### config.mk
export PLATFORM = sky130hd
export DESIGN_NAME = rp_acq_wr
export DESIGN_NICKNAME = d
export VERILOG_FILES = /design/src/rtl/rp_acq_wr.sv
export SDC_FILE = /design/constraint.sdc
export NUM_CORES = 1
export LEC_CHECK = 0
export ABC_AREA = 1
export CORE_ASPECT_RATIO = 0.9
export CORE_MARGIN = 3
export CORE_UTILIZATION = 53
export CTS_CLUSTER_SIZE = 8
export DETAILED_ROUTE_END_ITERATION = 6
export GPL_ROUTABILITY_DRIVEN = 0
export PLACE_DENSITY_LB_ADDON = 0.25
export SETUP_SLACK_MARGIN = 0.3
export SLEW_MARGIN = 5
export SYNTH_ARGS = -nofsm -noshare
export SYNTH_HDL_FRONTEND = slang
export SYNTH_SLANG_ARGS = --single-unit
### constraint.sdc
create_clock -name adc_clk_i -period 2.1 [get_ports adc_clk_i]
set_clock_uncertainty 0.1 [all_clocks]
set_input_delay 0.63 -clock adc_clk_i [delete_from_list [all_inputs] [get_ports adc_clk_i]]
set_output_delay 0.63 -clock adc_clk_i [all_outputs]
set_load 0.02 [all_outputs]
### src/rtl/rp_acq_wr.sv
// rp_acq_wr -- acquisition write controller for a circular sample buffer.
//
// Arms on arm_i, writes pre-trigger history, then waits for a trigger while
// continuing to fill the ring. After the trigger it writes post_len_i samples
// and parks in DONE. The write port is registered (one cycle latency).
//
// Optional feature macro: RP_ACQ_SMPCNT_EN
//   defined   -> smp_cnt_o counts writes since the last arm (saturating)
//   undefined -> smp_cnt_o is tied to zero and the counter is not built
//
// Ports
//   adc_clk_i, adc_rstn_i   clock (rising edge), async active-low reset
//   dly_dat_i, dly_val_i    trigger-aligned sample stream
//   arm_i, abort_i, trg_i   control pulses (priority abort > arm > trigger)
//   pre_len_i, post_len_i   pre/post trigger sample counts
//   buf_we_o/waddr_o/wdat_o buffer write port
//   trg_addr_o              buffer address of the trigger sample
//   armed_o, trg_seen_o, done_o, smp_cnt_o  status
module rp_acq_wr #(
  parameter int DW = 14,
  parameter int AW = 14
) (
  input  logic          adc_clk_i,
  input  logic          adc_rstn_i,
  input  logic [DW-1:0] dly_dat_i,
  input  logic          dly_val_i,
  input  logic          arm_i,
  input  logic          abort_i,
  input  logic          trg_i,
  input  logic [AW:0]   pre_len_i,
  input  logic [31:0]   post_len_i,
  output logic          buf_we_o,
  output logic [AW-1:0] buf_waddr_o,
  output logic [DW-1:0] buf_wdat_o,
  output logic [AW-1:0] trg_addr_o,
  output logic          armed_o,
  output logic          trg_seen_o,
  output logic          done_o,
  output logic [31:0]   smp_cnt_o
);

  typedef enum logic [2:0] {
    S_IDLE = 3'd0,
    S_PRE  = 3'd1,
    S_WAIT = 3'd2,
    S_POST = 3'd3,
    S_DONE = 3'd4
  } state_t;

  localparam logic [AW:0]   DEPTH   = {1'b1, {AW{1'b0}}};
  localparam logic [AW:0]   PRE_ONE = (AW+1)'(1);
  localparam logic [AW-1:0] PTR_ONE = AW'(1);

  state_t        state;
  logic [AW-1:0] ptr;
  logic [AW:0]   pre_cnt;
  logic [31:0]   post_cnt;
  logic          armed_st;
  logic          wr_ok;

  assign armed_st = (state == S_PRE) || (state == S_WAIT) || (state == S_POST);
  // arm and abort both consume their cycle: neither writes the sample that
  // arrives alongside them
  assign wr_ok    = armed_st & dly_val_i & ~arm_i & ~abort_i;

  // Registered buffer write port
  always_ff @(posedge adc_clk_i or negedge adc_rstn_i) begin
    if (!adc_rstn_i) begin
      buf_we_o    <= 1'b0;
      buf_waddr_o <= '0;
      buf_wdat_o  <= '0;
    end else begin
      buf_we_o <= wr_ok;
      if (wr_ok) begin
        buf_waddr_o <= ptr;
        buf_wdat_o  <= dly_dat_i;
      end else begin
        buf_waddr_o <= buf_waddr_o;
        buf_wdat_o  <= buf_wdat_o;
      end
    end
  end

  // Acquisition FSM with registered status flags, pointer and counters
  always_ff @(posedge adc_clk_i or negedge adc_rstn_i) begin
    if (!adc_rstn_i) begin
      state      <= S_IDLE;
      ptr        <= '0;
      pre_cnt    <= '0;
      post_cnt   <= 32'd0;
      trg_addr_o <= '0;
      armed_o    <= 1'b0;
      trg_seen_o <= 1'b0;
      done_o     <= 1'b0;
    end else if (abort_i && armed_st) begin
      // abort only has something to abort while armed; DONE stays frozen
      state      <= S_IDLE;
      armed_o    <= 1'b0;
      trg_seen_o <= 1'b0;
      done_o     <= 1'b0;
    end else if (arm_i) begin
      state      <= S_PRE;
      ptr        <= '0;
      pre_cnt    <= (pre_len_i > DEPTH) ? DEPTH : pre_len_i;
      armed_o    <= 1'b1;
      trg_seen_o <= 1'b0;
      done_o     <= 1'b0;
    end else begin
      if (wr_ok) begin
        ptr <= ptr + PTR_ONE;
      end else begin
        ptr <= ptr;
      end
      case (state)
        S_PRE: begin
          if (pre_cnt == '0) begin
            state <= S_WAIT;
          end else if (dly_val_i) begin
            pre_cnt <= pre_cnt - PRE_ONE;
            if (pre_cnt == PRE_ONE) begin
              state <= S_WAIT;
            end else begin
              state <= S_PRE;
            end
          end else begin
            state <= S_PRE;
          end
        end
        S_WAIT: begin
          if (trg_i) begin
            // a sample coinciding with the trigger is the trigger sample and
            // counts as the first post-trigger sample
            trg_addr_o <= ptr;
            trg_seen_o <= 1'b1;
            if ((post_len_i == 32'd0) || (dly_val_i && (post_len_i == 32'd1))) begin
              state   <= S_DONE;
              armed_o <= 1'b0;
              done_o  <= 1'b1;
            end else begin
              post_cnt <= post_len_i - {31'd0, dly_val_i};
              state    <= S_POST;
            end
          end else begin
            state <= S_WAIT;
          end
        end
        S_POST: begin
          if (dly_val_i) begin
            post_cnt <= post_cnt - 32'd1;
            if (post_cnt == 32'd1) begin
              state   <= S_DONE;
              armed_o <= 1'b0;
              done_o  <= 1'b1;
            end else begin
              state <= S_POST;
            end
          end else begin
            state <= S_POST;
          end
        end
        S_DONE: begin
          state <= S_DONE;
        end
        S_IDLE: begin
          state <= S_IDLE;
        end
        default: begin
          state   <= S_IDLE;
          armed_o <= 1'b0;
          done_o  <= 1'b0;
        end
      endcase
    end
  end

`ifdef RP_ACQ_SMPCNT_EN
  logic [31:0] smp_cnt;

  // Saturating count of writes since the last effective arm
  always_ff @(posedge adc_clk_i or negedge adc_rstn_i) begin
    if (!adc_rstn_i) begin
      smp_cnt <= 32'd0;
    end else if (arm_i && !(abort_i && armed_st)) begin
      smp_cnt <= 32'd0;
    end else if (wr_ok && (smp_cnt != 32'hFFFF_FFFF)) begin
      smp_cnt <= smp_cnt + 32'd1;
    end else begin
      smp_cnt <= smp_cnt;
    end
  end

  assign smp_cnt_o = smp_cnt;
`else
  assign smp_cnt_o = 32'd0;
`endif

endmodule
==> results of run 1 <==
kinds of logic after synthesis:
| group | count (synthesis) |
|---|---|
| AO/OA/AOI/OAI | 102 |
| XOR/XNOR | 23 |
| adder cells (fa/ha/maj) | 8 |
| buffers and inverters | 164 |
| flip-flops | 110 |
| multiplexers | 2 |
| other | 1 |
| AND/OR/NAND/NOR | 752 |
per-stage QoR:
step,area (um^2),hold WS [ps],utilization (%),std cells
global route,10950,43.81,80.73,1620
CTS,10390,44.74,76.61,1603
finish,10950,30.71,80.73,1620
detailed placement,9653,362.0,71.17,1546
global placement,9653,352.7,71.17,1546
floorplan,7756,234.4,-,1193
per-layer routing:
metal  wire length [um]  GRT usage, %
met4               2329         14.57
met1               9804         38.03
met3               3184         5.447
met2              13820         52.75
met5                  0             0
state kept, by name, summed over array words and instances (netlist names):
register and flops:
armed_o 1, buf_waddr_o 14, buf_wdat_o 14, buf_we_o 1
done_o 1, post_cnt 32, pre_cnt 15, ptr 14
state 3, trg_addr_o 14, trg_seen_o 1
critical path, cell delays in order:
cell	delay (ps)
sky130_fd_sc_hd__buf_2	130
sky130_fd_sc_hd__nor2_4	140
sky130_fd_sc_hd__nand2_2	130
sky130_fd_sc_hd__nor2_4	210
sky130_fd_sc_hd__nand2_4	100
sky130_fd_sc_hd__o21bai_4	190
sky130_fd_sc_hd__nand2_2	110
sky130_fd_sc_hd__nand2_4	150
sky130_fd_sc_hd__buf_12	150
sky130_fd_sc_hd__buf_12	100
sky130_fd_sc_hd__buf_16	110
sky130_fd_sc_hd__nand2_2	70
sky130_fd_sc_hd__nand2_1	90
power breakdown:
group / total (mW) / switching, mW / internal (mW)
registers: 3.02 / 0.488 / 2.53
clock network: 1.79 / 0.933 / 0.859
logic: 4.62 / 2.90 / 1.72
cell type report:
class,count,area (um^2)
inverters,105,419.2
repair inverters,3,38.79
multi-input cells,919,4771
flip-flops and latches,110,2766
clock inverters,7,81.33
fillers,837,2614
clock buffers,9,225.2
repair buffers,278,2411
well taps,189,236.5
worst min path at each step:
stage	from	to	slack, ps	depth (start not counted)
3_3_place_gp	buf_wdat_o[4]	buf_wdat_o[4]	350	2
2_1_floorplan	adc_rstn_i	armed_o	230	0
4_1_cts	adc_rstn_i	post_cnt[13]	40	1
6_report	adc_rstn_i	post_cnt[13]	30	1
5_1_grt	adc_rstn_i	post_cnt[13]	40	1
3_5_place_dp	buf_wdat_o[9]	buf_wdat_o[9]	360	2
repair_timing:
| action | 4_1_cts | 5_1_grt |
|---|---|---|
| setup buffers | 36 | 16 |
| gates cloned | 5 | 1 |
| gates resized for setup | 279 | 209 |
| setup endpoints to repair | 145 | 103 |
| pin swaps | 33 | 45 |
cells in the final DEF, fill, tap and decap left out, types with 4 or more instances in the layout:
cell type	count
sky130_fd_sc_hd__buf_4	142
sky130_fd_sc_hd__ha_1	5
sky130_fd_sc_hd__inv_8	4
sky130_fd_sc_hd__clkbuf_2	26
sky130_fd_sc_hd__nand2_4	14
sky130_fd_sc_hd__o21bai_1	9
sky130_fd_sc_hd__inv_1	86
sky130_fd_sc_hd__dfrtp_1	99
sky130_fd_sc_hd__a21oi_1	16
sky130_fd_sc_hd__nand3_2	8
sky130_fd_sc_hd__o21ai_0	57
sky130_fd_sc_hd__xor2_1	15
sky130_fd_sc_hd__nor2_2	26
sky130_fd_sc_hd__xnor2_1	8
sky130_fd_sc_hd__buf_12	12
sky130_fd_sc_hd__nor2_1	111
sky130_fd_sc_hd__clkdlybuf4s15_1	21
sky130_fd_sc_hd__dlymetal6s2s_1	4
sky130_fd_sc_hd__conb_1	32
sky130_fd_sc_hd__clkbuf_16	10
sky130_fd_sc_hd__inv_12	4
sky130_fd_sc_hd__nor2_4	39
sky130_fd_sc_hd__or2_2	4
sky130_fd_sc_hd__dfrtp_2	11
sky130_fd_sc_hd__nor3_2	5
sky130_fd_sc_hd__inv_2	16
sky130_fd_sc_hd__nand4_1	10
sky130_fd_sc_hd__nand2_1	394
sky130_fd_sc_hd__buf_6	21
sky130_fd_sc_hd__nand2_2	34
sky130_fd_sc_hd__nand3_1	88
sky130_fd_sc_hd__o21ai_1	10
sky130_fd_sc_hd__buf_2	19
sky130_fd_sc_hd__clkdlybuf4s50_1	25
sky130_fd_sc_hd__nor3_1	6
==> Implementation_results.wiki, run 1 <==
{| class="wikitable"
! Metric !! Value
|-
| Result of the run || finished, violations left
|-
| Violations in the final reports || design-rule violations, negative setup slack
|-
| Boundary pin count || about 150
|-
| Layout cell share with drive strength beyond 1 || 29.21%
|-
| Worst-path clk slew || around 80 ps
|-
| Arrival time worst endpoint || 2330 ps
|-
| Dominant combinational cell family by area after synthesis || simple AND/OR/NAND/NOR gates
|-
| Data required time at the worst endpoint || 2290 ps
|-
| Worst reg2reg endpoint || post_cnt[14]
|-
| Nature of the critical path startpoint || input port
|-
| Reg-to-reg startpoint || state[1]
|-
| Post-CTS Hold Fix Bufs || 0
|-
| Mean cell area of the mapped netlist || 6.439 um^2
|-
| Vertical extent of the die || 118.7 um
|-
| Arithmetic-cell share of the synthesized area counting full adders, half adders and majority gates || under 10%
|-
| Share of the synthesized area in the top cell type || 36.79%
|-
| Vias in the first global route || ~8,200
|-
| Share of the synthesized area in compound gates (AO/OA/AOI/OAI) || about 7.4%
|-
| Final Net Count || 1,501
|-
| Setup slack after placement || -546.9 ps
|-
| Worst setup path startpoint || post_len_i[10]
|-
| Row count || 40
|-
| Number of distinct standard cells referenced by the synthesized netlist || 36
|-
| Library cell occupying the most area in the post-synthesis netlist || sky130_fd_sc_hd__dfrtp_1
|-
| Proportion of synthesized chip area in sequential cells || 36.79%
|-
| Xor and xnor fraction of the mapped netlist area || about 2.7%
|-
| Number of antenna cells inserted || 0
|-
| Worst reg-to-reg path cell count || 11
|-
| Routed vias/inst || 5.758
|-
| Share of flip-flops with an asynchronous set or reset after synthesis || between 90% and 100%
|-
| Share of synthesized area spent on multiplexers || 0.2676%
|-
| Warnings, synthesis || 0
|-
| Maximum VDD drop || around 0.00061 V
|-
| Crit path kind || input port to flop
|-
| Congestion Overflow GR || 0
|-
| Top FF cell, synth || sky130_fd_sc_hd__dfrtp_1
|-
| First-pass GRT wire length || 39,550 um
|-
| Avg WL per Cell || 17.99 um
|-
| CTS buffer count || 9
|-
| Synth cell count leaders || sky130_fd_sc_hd__nand2_1, sky130_fd_sc_hd__nor2_1, sky130_fd_sc_hd__dfrtp_1
|-
| Final clock period utilization by the worst path || 101.9%
|-
| Post-synthesis sequential element count || 110
|-
| Cell with the most instances after synthesis || sky130_fd_sc_hd__nand2_1
|-
| DRC violations left || 37
|-
| Starting utilization of the core area || roughly 55%
|-
| CP Capture Type || flop
|-
| Capturing element of the worst setup path || post_cnt[14]
|-
| Max Clock Freq || 467.3 MHz
|-
| Core ar. || ~14,000 um^2
|-
| Synthesis-to-finish area growth || 46.34%
|-
| Class of the most critical hold timing path || input port to async pin
|-
| Iter 0 DRT Violations || approximately 1,400
|-
| Number of endpoints failing setup at the final stage || 1
|-
| RSZ-0062 raised after global routing || true
|-
| Dominant cells by area after synthesis || sky130_fd_sc_hd__dfrtp_1, sky130_fd_sc_hd__nand2_1, sky130_fd_sc_hd__nor2_1
|-
| Number of I/O port buffers || 112
|-
| Final Max Tran Viols || 0
|-
| Maximum number of pins on one net before global-route repair || 58
|-
| Static Leakage || 5.674 nW
|-
| TNS Setup || -39.80 ps
|-
| Worst setup margin || -39.80 ps
|-
| Maximum level of the CTS H-tree || 3
|-
| HPWL after DPL || 16,500 um
|-
| DRT Pass-1 Iters || 7
|-
| Clock tree root driver cell || sky130_fd_sc_hd__clkbuf_16
|-
| Count of flip-flops with a built-in enable after synthesis || 0
|-
| Mapped cell area || 7482 um^2
|-
| Drt total wl || 29,140 um
|-
| Overall power of the completed layout || 9.432 mW
|-
| Source-to-sink clock delay at the later pin of the worst-skew pair || roughly 370 ps
|-
| Max-cap check violation count || 0
|-
| DIE WIDTH || 131.2 um
|-
| Power density normalized to cell area || approximately 860 nW/um^2
|-
| Initial antenna violation count || 0
|-
| Total Die Area || 15,580 um^2
|-
| Via count || 9,328
|-
| Post-synthesis instance total || 1,162
|-
| Number of sinks on the clock net || 110
|-
| Longest Clk Path Bufs || 2
|-
| Post-synthesis share of cell area spent on and, or, nand and nor gates || between 40% and 50%
|-
| Overall fraction of global-route tracks in use || 30.85%
|-
| Post-route ant nets || 0
|-
| Final Hold Fails || 0
|-
| Highest fanout seen on the critical path || 6
|-
| Crit path time final || 2140 ps
|-
| TritonCTS clock tree || built
|-
| R2r setup slk || 110 ps
|}
(Power assumes the default switching activity.)
==> run 2: changes to the inputs <==
Settings changed: CTS_CLUSTER_SIZE 8 to 25, HOLD_SLACK_MARGIN from default to 0.08.
==> run 2 against run 1 <==
Effect of this change:
- the flow still finishes with violations (design-rule violations, negative setup slack)
- wire length up 0.79%
- power rose by 0.28%
- maximum frequency is 0.28% lower
- non-clock buffer count is 1 higher
- cell count up 0.12%
==> Implementation_results.wiki, run 2 (synthesis results as in run 1) <==
{| class="wikitable"
! Metric !! Value
|-
| Worst setup margin || -45.71 ps (-5.914 ps)
|-
| Synthesis-to-finish area growth || 46.51%
|-
| Hold worst-path end || buf_wdat_o[7]
|-
| Max reg flops || 32 (unchanged)
|-
| Number of I/O port buffers || 112 (unchanged)
|-
| Avg WL per Cell || 18.10 um (+0.66%)
|-
| Initial antenna violation count || 1 (+1)
|-
| Result of the run || finished, violations left
|-
| Final clock period utilization by the worst path || 102.2% (+0.28 points)
|-
| First-pass GRT wire length || 39,590 um (+0.11%)
|-
| DRC violations left || 3 (-92%)
|-
| Leading cell type in the layout, fill and taps excluded || sky130_fd_sc_hd__nand2_1
|-
| TritonCTS clock tree || built
|-
| Crit path time final || 2146 ps (+5.914 ps)
|-
| Worst-path clk slew || 80 ps (about the same)
|-
| Vias in the first global route || 8,196 (+0.11%)
|-
| Leading cell types in the layout, fill and taps excluded || sky130_fd_sc_hd__nand2_1, sky130_fd_sc_hd__buf_4, sky130_fd_sc_hd__nor2_1, sky130_fd_sc_hd__dfrtp_1, sky130_fd_sc_hd__nand3_1
|-
| Worst reg2reg endpoint || post_cnt[14]
|-
| Violations in the final reports || design-rule violations, negative setup slack
|-
| Max Clock Freq || 466.0 MHz (-0.28%)
|-
| DRT Pass-1 Iters || 7 (unchanged)
|-
| Final Hold Fails || 0 (unchanged)
|-
| Class of the most critical hold timing path || flop to flop
|-
| Drt total wl || 29,370 um (+0.79%)
|-
| Routed vias/inst || 5.750 (-0.14%)
|-
| Post-route cell area || 10,960 um^2 (+0.11%)
|-
| Post-route ant nets || 0 (unchanged)
|-
| Worst setup path startpoint || post_len_i[10]
|-
| Critical-path cell with the highest stage delay || sky130_fd_sc_hd__nor2_4
|-
| CTS buffer count || 9 (unchanged)
|-
| Biggest register || post_cnt
|-
| Maximum level of the CTS H-tree || 3 (unchanged)
|-
| Maximum VDD drop || 0.0006185 V (+0.64%)
|-
| Final Max Tran Viols || 0 (unchanged)
|-
| Cell repeated most along the worst path || sky130_fd_sc_hd__nand2_2
|-
| HPWL after DPL || 16,500 um (unchanged)
|-
| Number of endpoints failing setup at the final stage || 1 (unchanged)
|-
| Final Net Count || 1,502 (+0.067%)
|-
| Number of cells on the worst hold path || 2
|-
| Static Leakage || 5.678 nW (about the same)
|-
| Overall fraction of global-route tracks in use || 30.88% (about the same)
|-
| Congestion Overflow GR || 0 (unchanged)
|-
| Slowest cell delay on critical path || 210 ps (about the same)
|-
| Core ar. || 13,560 um^2 (unchanged)
|-
| CP Cell Sequence || buf_2 > nor2_4 > nand2_2 > nor2_4 > nand2_4 > o21bai_4 > nand2_2 > nand2_4 > buf_12 > buf_12 > buf_16 > nand2_2 > nand2_1
|-
| Data required time at the worst endpoint || 2300 ps (about the same)
|-
| Max-cap check violation count || 0 (unchanged)
|-
| Kind of cell adding the most delay to the critical path || simple AND/OR/NAND/NOR gates
|-
| Source-to-sink clock delay at the later pin of the worst-skew pair || 370 ps (about the same)
|-
| Arrival time worst endpoint || 2350 ps (+20 ps)
|-
| Reg-to-reg startpoint || post_cnt[0]
|-
| Vertical extent of the die || 118.7 um (unchanged)
|-
| TNS Setup || -45.71 ps (-5.914 ps)
|-
| Number of sinks on the clock net || 110 (unchanged)
|-
| Row count || 40 (unchanged)
|-
| Clock tree root driver cell || sky130_fd_sc_hd__clkbuf_16
|-
| Startpoint of the worst hold path || buf_wdat_o[7]
|-
| Starting utilization of the core area || 55.17% (unchanged)
|-
| Nature of the critical path startpoint || input port
|-
| Number of buffers and inverters on the critical path || 4 (unchanged)
|-
| DIE WIDTH || 131.2 um (unchanged)
|-
| Worst hold margin || 377.5 ps (+346.8 ps)
|-
| Total Die Area || 15,580 um^2 (unchanged)
|-
| Crit path kind || input port to flop
|-
| R2r setup slk || 100 ps (about the same)
|-
| Highest fanout seen on the critical path || 6 (unchanged)
|-
| Via count || 9,326 (-0.021%)
|-
| Layout cell share with drive strength beyond 1 || 29.19% (about the same)
|-
| Largest registers || post_cnt x32, pre_cnt x15
|-
| RSZ-0062 raised after global routing || true
|-
| Longest Clk Path Bufs || 2 (unchanged)
|-
| Power density normalized to cell area || 862.8 nW/um^2 (+0.16%)
|-
| Worst reg-to-reg path cell count || 10 (-1)
|-
| Total cell area at the placement stage || 9653 um^2 (unchanged)
|-
| CP Capture Type || flop
|-
| Maximum number of pins on one net before global-route repair || 58 (unchanged)
|-
| Boundary pin count || 145 (unchanged)
|-
| Iter 0 DRT Violations || 1,291 (-5.1%)
|}
[run 2: worst register-to-register path: cells and delay by family (launching register included)]
family	cells	cell delay, ps
adder cells (fa/ha/maj)	1	190
AND/OR/NAND/NOR	6	680
flip-flops	1	420
AO/OA/AOI/OAI	1	290
buffers and inverters	2	260
[run 2: final cells by class]
type | instances | area, um^2
multi-input cells | 919 | 4771
flip-flops and latches | 110 | 2766
fillers | 834 | 2601
repair buffers | 279 | 2421
inverters | 105 | 419.2
well taps | 189 | 236.5
clock buffers | 9 | 225.2
clock inverters | 7 | 81.33
repair inverters | 3 | 38.79
diodes | 1 | 2.502
[run 2: worst max path at each step]
stage / endpoint / slack, ps / depth (start not counted)
2_1_floorplan: post_cnt[28] / 240 / 12
4_1_cts: post_cnt[24] / 290 / 10
3_3_place_gp: post_cnt[8] / -480 / 13
3_5_place_dp: post_cnt[29] / -550 / 12
6_report: post_cnt[14] / -50 / 13
5_1_grt: post_cnt[28] / -70 / 12
[run 2: power breakdown]
part	total, mW	switching, mW	internal [mW]
combinational	4.63	2.91	1.72
clock	1.80	0.945	0.860
sequential	3.02	0.489	2.53
[run 2: what timing repair did]
action                                  CTS  global route
hold buffers                              1             0
resized for setup                       279           209
buffers inserted                         36            16
endpoints found under the hold margin    14             0
gates cloned                              5             1
pin swaps                                33            45
endpoints found under the setup margin  145           103
[run 2: metrics by stage]
| stage | util (%) | cells | total power, mW | worst slack [ps] |
|---|---|---|---|---|
| 6_report | 80.82 | 1622 | 9.458 | -45.71 |
| 3_3_place_gp | 71.17 | 1546 | 6.645 | -480.7 |
| 3_5_place_dp | 71.17 | 1546 | 6.742 | -546.9 |
| 4_1_cts | 76.68 | 1604 | 8.580 | 289.9 |
| 5_1_grt | 80.82 | 1622 | 9.939 | -73.90 |
| 2_1_floorplan | - | 1193 | 5.383 | 241.0 |
[run 2: metal layers]
metal  track usage (%)  vias to the layer above  share of wire (%)
met2             52.82                      739                 47
met1             38.06                     4202                 34
li1                  -                     4115                  -
met3             5.447                      270                 11
met5                 0                        -                  0
met4             14.57                        0                8.5
==> run 3: changes to the inputs <==
Settings changed: CORE_ASPECT_RATIO 0.9 to 0.8, CORE_MARGIN 3 to 1.5.
==> run 3 against run 2 <==
Effect of this change:
- core utilization is 1.2 points lower
- final area is 0.55% lower
- the flow finishes with violations (design-rule violations)
- flip-flop and latch count stayed put
- critical path type is now flop to flop
- sequential power is 1% higher
- via count is 2.7% lower
- critical path depth is 5 lower
- largest cell class unchanged
- die area is 4.7% lower
- non-clock buffer count is 6 lower
==> Implementation_results.wiki, run 3 (synthesis results as in run 1) <==
{| class="wikitable"
! Metric !! Value
|-
| Global-route track usage on met2 || 49.78% (-3.0 points)
|-
| Drt total wl || 27,160 um (-7.5%)
|-
| Source-to-sink clock delay at the later pin of the worst-skew pair || 360 ps (about the same)
|-
| Highest fanout seen on the critical path || 4 (-2)
|-
| Post-CTS Hold Fix Bufs || 0 (-1)
|-
| Largest registers || post_cnt x32, pre_cnt x15
|-
| Via count || 9,076 (-2.7%)
|-
| Met3 Resource Use GR || 6.881% (+1.4 points)
|-
| Max-cap check violation count || 0 (unchanged)
|-
| Switching component of the power || 4.463 mW (+2.7%)
|-
| Internal Pwr Total || 5.231 mW (+2.3%)
|-
| Total area of multi-input combinational cells || 4850 um^2 (+1.7%)
|-
| Longest Clk Path Bufs || 2 (unchanged)
|-
| Violations in the final reports || design-rule violations
|-
| Number of I/O port buffers || 112 (unchanged)
|-
| Iter 0 DRT Violations || 1,214 (-6.0%)
|-
| Crit path kind || flop to flop
|-
| Max reg flops || 32 (unchanged)
|-
| First-pass GRT wire length || 37,880 um (-4.3%)
|-
| Leading cell type in the layout, fill and taps excluded || sky130_fd_sc_hd__nand2_1
|-
| Layout cell share with drive strength beyond 1 || 30.08% (+0.89 points)
|-
| Switching part of the total || 46.04% (+0.11 points)
|-
| Peak-usage layer in the global routing report || met2
|-
| Met1 track demand over resource in global routing || 45.51% (+7.5 points)
|-
| Total Die Area || 14,840 um^2 (-4.7%)
|-
| Nature of the critical path startpoint || flop
|-
| Power density normalized to cell area || 889.2 nW/um^2 (+3.1%)
|-
| Vias in the first global route || 7,803 (-4.8%)
|-
| Comb pwr share || 49.6% (+0.6 points)
|-
| Fraction of power consumed by sequential logic || 31.6% (-0.4 points)
|-
| CTS buffer count || 9 (unchanged)
|-
| Maximum VDD drop || 0.0006191 V (about the same)
|-
| DRC violations left || 20 (+17)
|-
| Congestion Overflow GR || 0 (unchanged)
|-
| Overall fraction of global-route tracks in use || 32.48% (+1.6 points)
|-
| Filler cell count in the final layout || 908 (+8.9%)
|-
| Share of power burned in the clock network || 18.8% (-0.3 points)
|-
| Post-route ant nets || 0 (unchanged)
|-
| Class of the most critical hold timing path || input port to async pin
|-
| Clock tree root driver cell || sky130_fd_sc_hd__clkbuf_16
|-
| Starting utilization of the core area || 54.64% (-0.52 points)
|-
| Static Leakage || 5.569 nW (-1.9%)
|-
| Maximum level of the CTS H-tree || 3 (unchanged)
|-
| Worst reg-to-reg path cell count || 8 (-2)
|-
| DRT Pass-1 Iters || 7 (unchanged)
|-
| Arrival time worst endpoint || 2150 ps (-200 ps)
|-
| Final Max Tran Viols || 0 (unchanged)
|-
| Final clock period utilization by the worst path || 94.47% (-7.7 points)
|-
| HPWL after DPL || 16,890 um (+2.3%)
|-
| Core ar. || 13,690 um^2 (+0.96%)
|-
| Number of endpoints failing setup at the final stage || 0 (-1)
|-
| Number of sinks on the clock net || 110 (unchanged)
|-
| TritonCTS clock tree || built
|-
| Number of antenna cells inserted || 0 (-1)
|-
| Initial antenna violation count || 0 (-1)
|-
| Number of standard cells in the final layout excluding fillers || 1,603 (-1.2%)
|-
| Row count || 38 (-5.0%)
|-
| DIE WIDTH || 135.8 um (+3.5%)
|-
| Leading cell types in the layout, fill and taps excluded || sky130_fd_sc_hd__nand2_1, sky130_fd_sc_hd__buf_4, sky130_fd_sc_hd__dfrtp_1, sky130_fd_sc_hd__nor2_1, sky130_fd_sc_hd__nand3_1
|-
| Avg WL per Cell || 16.94 um (-6.4%)
|-
| Data required time at the worst endpoint || 2260 ps (-40 ps)
|-
| Post-route cell area || 10,900 um^2 (-0.55%)
|-
| Boundary pin count || 145 (unchanged)
|-
| Biggest register || post_cnt
|-
| Dpl cells || 1,542 (-0.26%)
|-
| RSZ-0062 raised after global routing || true
|-
| CP Capture Type || flop
|-
| Max Clock Freq || 504.1 MHz (+8.2%)
|-
| Result of the run || finished, violations left
|-
| Crit path time final || 1984 ps (-161.9 ps)
|-
| Synthesis-to-finish area growth || 45.70%
|-
| Utilization after layout || 79.61% (-1.2 points)
|-
| Total area of sequential cells || 2771 um^2 (+0.18%)
|-
| Maximum number of pins on one net before global-route repair || 29 (-50%)
|-
| Routed vias/inst || 5.662 (-1.5%)
|-
| Vertical extent of the die || 109.3 um (-8.0%)
|-
| Total cell area at the placement stage || 9679 um^2 (+0.27%)
|-
| Worst-path clk slew || 90 ps (about the same)
|-
| Final Net Count || 1,493 (-0.60%)
|-
| Final Hold Fails || 0 (unchanged)
|-
| TNS Setup || 0 ps (+45.71 ps)
|}
==> run 3: final cells by class <==
cell class                      count  area share (%)
Inverter                          105           3.879
Tap cell                          180           2.066
Timing Repair Buffer              273           21.22
Clock inverter                      7          0.8608
Sequential cell                   110           25.42
Multi-Input combinational cell    919           44.49
Clock buffer                        9           2.066
==> run 3: metal layers <==
metal | vias up | wire length (um)
li1 | 4116 | -
met1 | 4100 | 10600
met2 | 689 | 12020
met3 | 171 | 3227
met4 | 0 | 1315
met5 | - | 0
==> run 3: stage by stage <==
stage / hold WS (ps) / setup WS, ps / total power, mW
after floorplan: 234.4 / 241.0 / 5.383
after global routing: 100.6 / 97.47 / 10.16
final: 92.16 / 116.2 / 9.694
after CTS: 96.36 / 292.4 / 8.741
after detailed placement: 361.1 / -624.6 / 6.857
after global placement: 352.6 / -524.0 / 6.744
==> run 3: power by group through the flow <==
stage	Combinational [mW]	Sequential, mW	Clock, mW
after floorplan	2.35	3.04	0
after global placement	3.79	2.95	0
after detailed placement	3.89	2.96	0
after CTS	4.00	2.94	1.80
after global routing	5.15	3.10	1.91
final	4.81	3.06	1.82
==> run 3: what timing repair did <==
action / 4_1_cts / 5_1_grt
gates resized for setup: 260 / 222
gates cloned: 3 / 0
endpoints found under the setup margin: 144 / 112
setup buffers: 22 / 20
pin swaps: 39 / 51
==> run 3: final timing paths <==
check	endpoint	start	slack, ps
min in group adc_clk_i	buf_wdat_o[12]	buf_wdat_o[12]	370
setup reg to reg	post_cnt[11]	post_cnt[10]	120
setup / recovery	post_cnt[11]	post_cnt[10]	120
hold reg to reg	buf_wdat_o[12]	buf_wdat_o[12]	370
max in group asynchronous	post_cnt[15]	adc_rstn_i	1250
hold / removal	post_cnt[26]	adc_rstn_i	90
==> run 3: critical path: stages, from the launching register on <==
cell	delay, ps
sky130_fd_sc_hd__dfrtp_2	470
sky130_fd_sc_hd__nor2_4	150
sky130_fd_sc_hd__nand2_2	120
sky130_fd_sc_hd__nor2_2	140
sky130_fd_sc_hd__nand2_2	120
sky130_fd_sc_hd__or2_2	330
sky130_fd_sc_hd__nand3_1	130
sky130_fd_sc_hd__nand2_1	100
sky130_fd_sc_hd__o21ai_0	230
